<file path="config.mk">
export PLATFORM = sky130hd
export DESIGN_NAME = regfile_flags
export DESIGN_NICKNAME = d
export VERILOG_FILES = /design/src/rtl/regfile_flags.sv
export SDC_FILE = /design/constraint.sdc
export NUM_CORES = 1
export LEC_CHECK = 0
export BUFFER_PORTS_ARGS = -buffer_cell sky130_fd_sc_hd__buf_2
export CAP_MARGIN = 10
export CORE_MARGIN = 2
export CORE_UTILIZATION = 55
export DETAILED_ROUTE_END_ITERATION = 12
export PLACE_DENSITY = 0.73
export SLEW_MARGIN = 0
export SYNTH_ARGS = -nofsm -noshare
export SYNTH_HDL_FRONTEND = slang
export SYNTH_SLANG_ARGS = --single-unit
</file>
<file path="constraint.sdc">
create_clock -name clk -period 2.3 [get_ports clk]
set_clock_uncertainty 0.15 [all_clocks]
set_input_delay 0.345 -clock clk [delete_from_list [all_inputs] [get_ports clk]]
set_output_delay 0.345 -clock clk [all_outputs]
set_load 0.01 [all_outputs]
</file>
<file path="src/rtl/regfile_flags.sv">
// Parametrised register file with ALU status flags and a bulk-clear sequencer.
// While a clear runs, writes, flag captures and clear requests are ignored.

module regfile_cell #(
  parameter int WIDTH = 16
) (
  input  logic             clk,
  input  logic             rst_n,
  input  logic             we,
  input  logic             clr,
  input  logic [WIDTH-1:0] d,
  output logic [WIDTH-1:0] q
);
  // The clear wins; a write cannot happen while the clear is running anyway.
  always_ff @(posedge clk or negedge rst_n) begin
    if (!rst_n)   q <= '0;
    else if (clr) q <= '0;
    else if (we)  q <= d;
  end
endmodule

module regfile_flags #(
  parameter int WIDTH   = 16,
  parameter int ADDR_W  = 4,
  parameter int BYPASS  = 1,
  parameter int R0_ZERO = 0
) (
  input  logic              clk,
  input  logic              rst_n,
  input  logic              regwrite,
  input  logic [ADDR_W-1:0] wa,
  input  logic [WIDTH-1:0]  wd,
  input  logic [ADDR_W-1:0] ra1,
  input  logic [ADDR_W-1:0] ra2,
  output logic [WIDTH-1:0]  rd1,
  output logic [WIDTH-1:0]  rd2,
  input  logic              flag_we,
  input  logic [4:0]        flags_in,
  output logic [4:0]        flags,
  input  logic              clr_req,
  output logic              clr_busy,
  output logic              clr_done,
  output logic              wr_dropped
);
  localparam int NREGS = 2**ADDR_W;
  localparam logic [ADDR_W-1:0] LAST = ADDR_W'(NREGS-1);

  typedef enum logic [1:0] {IDLE, CLEAR, DONE} state_t;

  state_t                       state, state_nxt;
  logic [ADDR_W-1:0]            cnt, cnt_nxt;
  logic                         start;
  logic                         wr_en;
  logic [NREGS-1:0][WIDTH-1:0]  regs;

  // Sequencer state
  always_ff @(posedge clk or negedge rst_n) begin
    if (!rst_n) begin
      state <= IDLE;
      cnt   <= '0;
    end else begin
      state <= state_nxt;
      cnt   <= cnt_nxt;
    end
  end

  always_comb begin
    state_nxt = state;
    cnt_nxt   = cnt;
    start     = 1'b0;
    case (state)
      IDLE: begin
        if (clr_req) begin
          state_nxt = CLEAR;
          cnt_nxt   = '0;
          start     = 1'b1;
        end
      end
      CLEAR: begin
        cnt_nxt = cnt + ADDR_W'(1);
        if (cnt == LAST) state_nxt = DONE;
      end
      DONE:    state_nxt = IDLE;
      default: state_nxt = IDLE;
    endcase
  end

  assign clr_busy = (state == CLEAR);
  assign clr_done = (state == DONE);
  assign wr_en    = regwrite && !clr_busy;

  // One storage cell per register; a hardwired r0 has no flops at all.
  for (genvar i = 0; i < NREGS; i++) begin : g_reg
    localparam logic [ADDR_W-1:0] IDX = ADDR_W'(i);
    if (R0_ZERO != 0 && i == 0) begin : g_zero
      assign regs[i] = '0;
    end else begin : g_cell
      regfile_cell #(.WIDTH(WIDTH)) u_cell (
        .clk   (clk),
        .rst_n (rst_n),
        .we    (wr_en && (wa == IDX)),
        .clr   (clr_busy && (cnt == IDX)),
        .d     (wd),
        .q     (regs[i])
      );
    end
  end

  // Starting a clear zeroes the flags on the same edge.
  always_ff @(posedge clk or negedge rst_n) begin
    if (!rst_n) begin
      flags      <= '0;
      wr_dropped <= 1'b0;
    end else begin
      wr_dropped <= regwrite && clr_busy;
      if (start)                    flags <= '0;
      else if (flag_we && !clr_busy) flags <= flags_in;
    end
  end

  function automatic logic [WIDTH-1:0] rd_sel(input logic [ADDR_W-1:0] ra);
    if (R0_ZERO != 0 && ra == '0)            rd_sel = '0;
    else if (BYPASS != 0 && wr_en && wa == ra) rd_sel = wd;
    else                                     rd_sel = regs[ra];
  endfunction

  assign rd1 = rd_sel(ra1);
  assign rd2 = rd_sel(ra2);

endmodule

</file>
==> impl_metrics.yaml, run 1 <==
cts:
  clock_sinks: 268
  maximum_clock_path_buffer_count: 3
  ctsRootBufferMaster: "clkbuf_16"
  clk_latency_ps: 560
  clkTransAtPathRegs_ps: 70
  tritoncts: "done"
  cts_buffers: 29
  htree_num_levels: 1
setup_path:
  rrSetupSlack_ps: 120
  critical_path.max_fanout: 3
  critical_path.startpoint: "g_reg[15].g_cell.u_cell.q[15]$_DFFE_PN0P_"
  start_kind: "flip-flop"
  regToRegEndpoint: "g_reg[4].g_cell.u_cell.q[11]$_DFFE_PN0P_"
  timing.critical_path.to: "rd1[15]"
  critPathCaptureType: "output pin"
  worstPathArrival_ps: 2260
  criticalPathCategory: "reg2out"
  worst-r2r-cell-count: 7
  r2r-start: "state[0]$_DFFE_PN0P_"
  cp.required_ps: 1800
synth:
  postSynthNetCount: 1644
  synth.yosys.warnings: 0
  synth_sequential_area_ratio_pct: 40.71
  synth_area_sq_um: 16470
  post_synth.cell_area_avg_sq_um: 10.28
  yosys.cell_count.top_type: "dfrtp_1"
  synth-edff-count: 0
  synth_top_cells_by_area: "dfrtp_1 (41%), mux4_2 (17%), nand3_1 (7.9%)"
  ys_seq_elements: 268
  synth_top_cells_by_count: "dfrtp_1 (268), nand3_1 (259), a21oi_1 (257), o21ai_0 (130)"
  postSynth.asyncResetShare_pct: 100.0
  syn_inst: 1602
  netlist.top_cell.by_area: "dfrtp_1"
  yosys.cell_types.count: 39
  synth-main-ff-cell: "dfrtp_1"
  netlist.area_leader.share_pct: 40.71
layout:
  multi_input_area_sq_um: 9016
  finish.instance_area_sq_um: 19130
  final.fill_count: 2249
  layout-drive-gt1-share_pct: 27.17
  syn2layout_area_growth_pct: 16.14
  seqCellArea_sq_um: 6706
  finalNetCount: 1636
  n_antenna_cell: 0
timing:
  layout_setup_ws_ps: -450.5
  max_slew_margin_pct: 57.82
  max_freq_ghz: 0.3636
  totalNegativeSetupSlack_ps: -12710
  timing.final.hold_violations: 0
  whs_ps: 24.57
  finalSetupViolations: 32
  finalWorstPathRequiredPeriod_ps: 2750
  rsz0062_at_grt: "true"
  final_max_slew_viol_count: 0
  period_share_pct: 119.6
  timing_worst_slew_pin_value_ps: 626.1
floorplan:
  floorplan.initialDensity_pct: 55.73
  chipHeight_um: 177.1
  core_sq_um: 29560
  die_area_sq_um: 31350
  placementRows: 63
  floorplan.io_pins: 78
  die_width_um: 177.1
job:
  maxCapViolations: 0
place:
  port_buffers: 77
  hpwl_mm: 31.52
  placed_area_sq_um: 17580
  pre_cts_slack_ps: -362.9
  globalplace.congestion: 0.9190
global_route:
  overflow: 0
  grt_first_pass_wirelength_mm: 87.00
  initial_antenna_violation_count: 0
  grt_start_max_net_pins: 65
  grt_pass1_vias: 15045
  grt.total_usage_pct: 36.37
routing:
  antenna_violating_nets_post_route: 0
  drc_violation_count_after_routing: 0
  first_iter_violations: 2142
  detailedRoute.firstPassIterationCount: 6
  dr_total_vias: 14741
  routed_wirelength_mm: 56.29
  route.detailed.wl_per_inst_um: 28.06
  avgViaCountPerCell: 7.348
power_and_ir_drop:
  irDropWorstVdd_mv: 0.6041
  power.density_cell_area_nw_per_um2: 987.6
  total_leakage_power_uw: 0.007792
hold_path:
  hp-class: "in2reg"
run_status:
  violations: "setup timing"
  run_status: "finished, violations left"
## sequential cells by signal, summed over array words and instances (netlist names)
signal             flops
wr_dropped             1
state                  2
g.g_cell.u_cell.q    256
cnt                    4
flags                  5
## through the flow
stage | util, % | std cells | power (uW)
floorplan | - | 1602 | 11110
global placement | 59.48 | 1944 | 13040
detailed placement | 59.48 | 1944 | 13350
CTS | 64.05 | 2003 | 18550
global route | 64.73 | 2006 | 19710
finish | 64.73 | 2006 | 18900
## report_power, final
part / switching (uW) / internal (uW)
logic: 3490 / 3250
clock network: 2010 / 2900
registers: 1110 / 6130
## final cells by class
class | count | share of cell area, %
Tap cell | 390 | 2.550
Clock inverter | 10 | 0.6670
Timing Repair Buffer | 180 | 9.992
Sequential cell | 268 | 35.05
Clock buffer | 43 | 4.486
Inverter | 6 | 0.1308
Multi-Input combinational cell | 1109 | 47.12
## worst min-delay path by stage
stage / slack (ps) / cells after the start / to / start
finish: 20 / 4 / flags[0]$_DFFE_PN0P_ / flags_in[0]
global route: 50 / 3 / flags[3]$_DFFE_PN0P_ / flags_in[3]
CTS: 20 / 3 / flags[3]$_DFFE_PN0P_ / flags_in[3]
detailed placement: 150 / 1 / g_reg[5].g_cell.u_cell.q[1]$_DFFE_PN0P_ / rst_n
global placement: 150 / 1 / g_reg[4].g_cell.u_cell.q[1]$_DFFE_PN0P_ / rst_n
floorplan: -100 / 0 / cnt[0]$_DFFE_PN0P_ / rst_n
## cells by family (layout without fill, tap and decap cells)
| logic type | Yosys count | after routing | share of synthesized area [%] |
|---|---|---|---|
| buffers and inverters | 225 | 239 | 6.357 |
| adders and majority gates | 4 | 4 | 0.3038 |
| and+or+nand+nor | 311 | 311 | 10.22 |
| muxes | 257 | 257 | 25.59 |
| xor gates and xnor gates | 8 | 8 | 0.4253 |
| DFF | 268 | 268 | 40.71 |
| AOI/OAI and AO/OA | 529 | 529 | 16.40 |
## repair_timing
| action | CTS | global route |
|---|---|---|
| cloned | 1 | 1 |
| setup buffers | 3 | 2 |
| hold endpoints to repair | 160 | 0 |
| resized for setup | 60 | 34 |
| hold buffers | 2 | 0 |
| setup endpoints to repair | 32 | 32 |
| pin swaps | 1 | 1 |
## cells in the final DEF (no fill, tap or decap), types with 3 or more instances in the layout
| master | instances |
|---|---|
| buf_6 | 30 |
| mux4_2 | 128 |
| buf_2 | 46 |
| mux2_2 | 6 |
| mux2i_4 | 6 |
| mux2i_2 | 20 |
| mux2i_1 | 70 |
| clkinv_2 | 6 |
| clkbuf_16 | 30 |
| ha_1 | 4 |
| clkbuf_1 | 6 |
| xnor2_1 | 6 |
| a21o_1 | 5 |
| buf_12 | 41 |
| nand3_1 | 259 |
| buf_4 | 58 |
| nand2b_1 | 5 |
| a22o_1 | 3 |
| clkbuf_8 | 8 |
| bufinv_16 | 3 |
| dfrtp_1 | 268 |
| o21ai_1 | 128 |
| and2_1 | 17 |
| o21ai_0 | 130 |
| o221a_2 | 4 |
| nor4_4 | 4 |
| inv_1 | 3 |
| mux2_4 | 27 |
| nor2_1 | 4 |
| a21oi_1 | 257 |
## critical path, stage by stage, from the launching register on
cell and delay (ps):
dfrtp_1 400, mux4_2 490, mux2i_2 220, mux2i_2 150
mux2_4 310, buf_6 120
## routing by layer
metal	vias to the layer above	global-route usage, %	wire length [um]
met4	0	17.60	2671
met5	-	0	0
met2	1289	55.40	25790
met1	7250	47.81	19390
met3	237	10.85	8435
li1	5965	-	-
Note: power is estimated with default switching activity, not from simulation.
==> run 2, diff against run 1 <==
==> constraint.sdc (replaced) <==
create_clock -name clk -period 2.3 [get_ports clk]
set_clock_uncertainty 0.15 [all_clocks]
set_input_delay 0.46 -clock clk [delete_from_list [all_inputs] [get_ports clk]]
set_output_delay 0.46 -clock clk [all_outputs]
set_load 0.01 [all_outputs]
==> impl_metrics.yaml, run 2 (synthesis results as in run 1) <==
cts:
  maximum_clock_path_buffer_count: 3
  clkTransAtPathRegs_ps: 60
  tritoncts: "done"
  cts_buffers: 29
  htree_num_levels: 1
  clk_latency_ps: 560
  ctsRootBufferMaster: "clkbuf_16"
  clock_sinks: 268
hold_path:
  hp-class: "in2reg"
  timing.hold.worst_path_depth: 3
layout:
  registers.top_by_ff_count: "g.g_cell.u_cell.q"
  layout.cells.most_common: "dfrtp_1"
  syn2layout_area_growth_pct: 18.33
  largest_register_ff_count: 256
  n_antenna_cell: 0
  finalNetCount: 1668
  layout_top_registers: "g.g_cell.u_cell.q x256, flags x5, cnt x4"
  final_util_pct: 65.95
  layout-drive-gt1-share_pct: 28.57
  finish.instance_area_sq_um: 19490
  final.fill_count: 2165
  mostFrequentLayoutCells: "dfrtp_1 (268), nand3_1 (259), a21oi_1 (257), o21ai_0 (130)"
timing:
  max_slew_margin_pct: 63.48
  timing.final.hold_violations: 0
  max_freq_ghz: 0.3445
  timing_worst_slew_pin_value_ps: 542.1
  finalWorstPathRequiredPeriod_ps: 2902
  layout_setup_ws_ps: -602.4
  period_share_pct: 126.2
  final_max_slew_viol_count: 0
  finalSetupViolations: 32
  rsz0062_at_grt: "true"
  totalNegativeSetupSlack_ps: -16410
floorplan:
  floorplan.io_pins: 78
  chipHeight_um: 177.1
  floorplan.initialDensity_pct: 55.73
  die_width_um: 177.1
  die_area_sq_um: 31350
  placementRows: 63
  core_sq_um: 29560
power_and_ir_drop:
  irDropWorstVdd_mv: 0.6529
  power.switching_fraction_pct: 34.85
  power.density_cell_area_nw_per_um2: 982.9
  power.switching_uw: 6676
  p_seq_share_pct: 37.9
  total_leakage_power_uw: 0.008003
  clockPowerShare_pct: 25.7
  pwr-share-comb_pct: 36.4
  cellInternalPower_uw: 12480
place:
  globalplace.congestion: 0.8736
  hpwl_mm: 31.96
  port_buffers: 77
  placed_area_sq_um: 17810
routing:
  dr_total_vias: 14853
  route.detailed.wl_per_inst_um: 28.35
  first_iter_violations: 2072
  avgViaCountPerCell: 7.299
  drc_violation_count_after_routing: 0
  detailedRoute.firstPassIterationCount: 6
  routed_wirelength_mm: 57.70
  antenna_violating_nets_post_route: 0
run_status:
  violations: "setup timing"
  run_status: "finished, violations left"
global_route:
  initial_antenna_violation_count: 1
  overflow: 0
  grt_first_pass_wirelength_mm: 89.22
  grt.total_usage_pct: 37.24
  grt_pass1_vias: 15278
  grt_start_max_net_pins: 65
setup_path:
  critical_path.max_fanout: 3
  criticalPathCategory: "reg2out"
  worst-r2r-cell-count: 7
  critPathCaptureType: "output pin"
  start_kind: "flip-flop"
  worstPathArrival_ps: 2290
  cp.required_ps: 1690
job:
  maxCapViolations: 0
==> run 2: changes by cell type in the layout (fill, tap and decap cells not counted), sizes merged <==
cell	delta
bufbuf	+1
buf	+31
dlygate4sd3	-1
clkbuf	-5
clkinv	+1
bufinv	+2
==> run 2: final timing paths <==
path	from	to	slack [ps]
worst min register to register	g_reg[15].g_cell.u_cell.q[1]$_DFFE_PN0P_	g_reg[15].g_cell.u_cell.q[1]$_DFFE_PN0P_	410
worst max-delay path	g_reg[15].g_cell.u_cell.q[8]$_DFFE_PN0P_	rd2[8]	-600
worst min-delay path	wd[14]	g_reg[9].g_cell.u_cell.q[14]$_DFFE_PN0P_	90
worst max register to register	state[0]$_DFFE_PN0P_	g_reg[5].g_cell.u_cell.q[12]$_DFFE_PN0P_	130
max in group asynchronous	rst_n	g_reg[3].g_cell.u_cell.q[8]$_DFFE_PN0P_	990
min in group asynchronous	rst_n	g_reg[1].g_cell.u_cell.q[3]$_DFFE_PN0P_	280
==> run 2: critical path, stage by stage, from the launching register on <==
cell and delay (ps):
dfrtp_1 400, mux4_2 500, mux2i_2 200, buf_4 160, mux2i_1 70, mux2_4 290, buf_6 120
==> run 2: what timing repair did <==
| item | CTS | global route |
|---|---|---|
| pin swaps | 1 | 1 |
| hold buffers | 1 | 0 |
| resized for setup | 61 | 25 |
| cloned | 4 | 1 |
| endpoints found under the hold margin | 50 | 0 |
| setup endpoints to repair | 32 | 32 |
| setup buffers | 14 | 6 |
==> run 2: power by group through the flow <==
| stage | Combinational (uW) | Clock [uW] | Sequential (uW) |
|---|---|---|---|
| after floorplan | 4360 | 0 | 6870 |
| after global placement | 6120 | 0 | 7130 |
| after CTS | 6720 | 4950 | 7200 |
| final | 6970 | 4920 | 7260 |
| after global routing | 7400 | 5140 | 7420 |
| after detailed placement | 6320 | 0 | 7260 |
==> run 2: layout make-up <==
cell class	instances	area, sq um	share of cell area, %
well taps	390	488.0	2.503
clock inverters	13	192.7	0.9884
multi-input cells	1109	9030	46.32
inverters	6	25.02	0.1284
flip-flops and latches	268	6706	34.40
clock buffers	37	785.8	4.031
repair buffers	212	2266	11.62
==> run 2: routing by layer <==
metal	wire (um)	part of all wire, %	up-vias	GRT usage (%)
li1	-	-	6043	-
met2	26880	47	1216	58.38
met5	11	0.019	-	0
met3	8014	14	265	11.73
met1	19650	34	7327	46.90
met4	3143	5.4	2	18.39
==> run 2: through the flow <==
stage	power [uW]	hold WS, ps	setup WS [ps]	cells
final	19160	85.37	-602.4	2035
after global routing	19960	101.9	-632.6	2035
after CTS	18870	72.70	-601.1	2030
after detailed placement	13580	280.1	-552.1	1962
after global placement	13260	280.6	-505.3	1962
after floorplan	11230	14.41	-40.12	1602
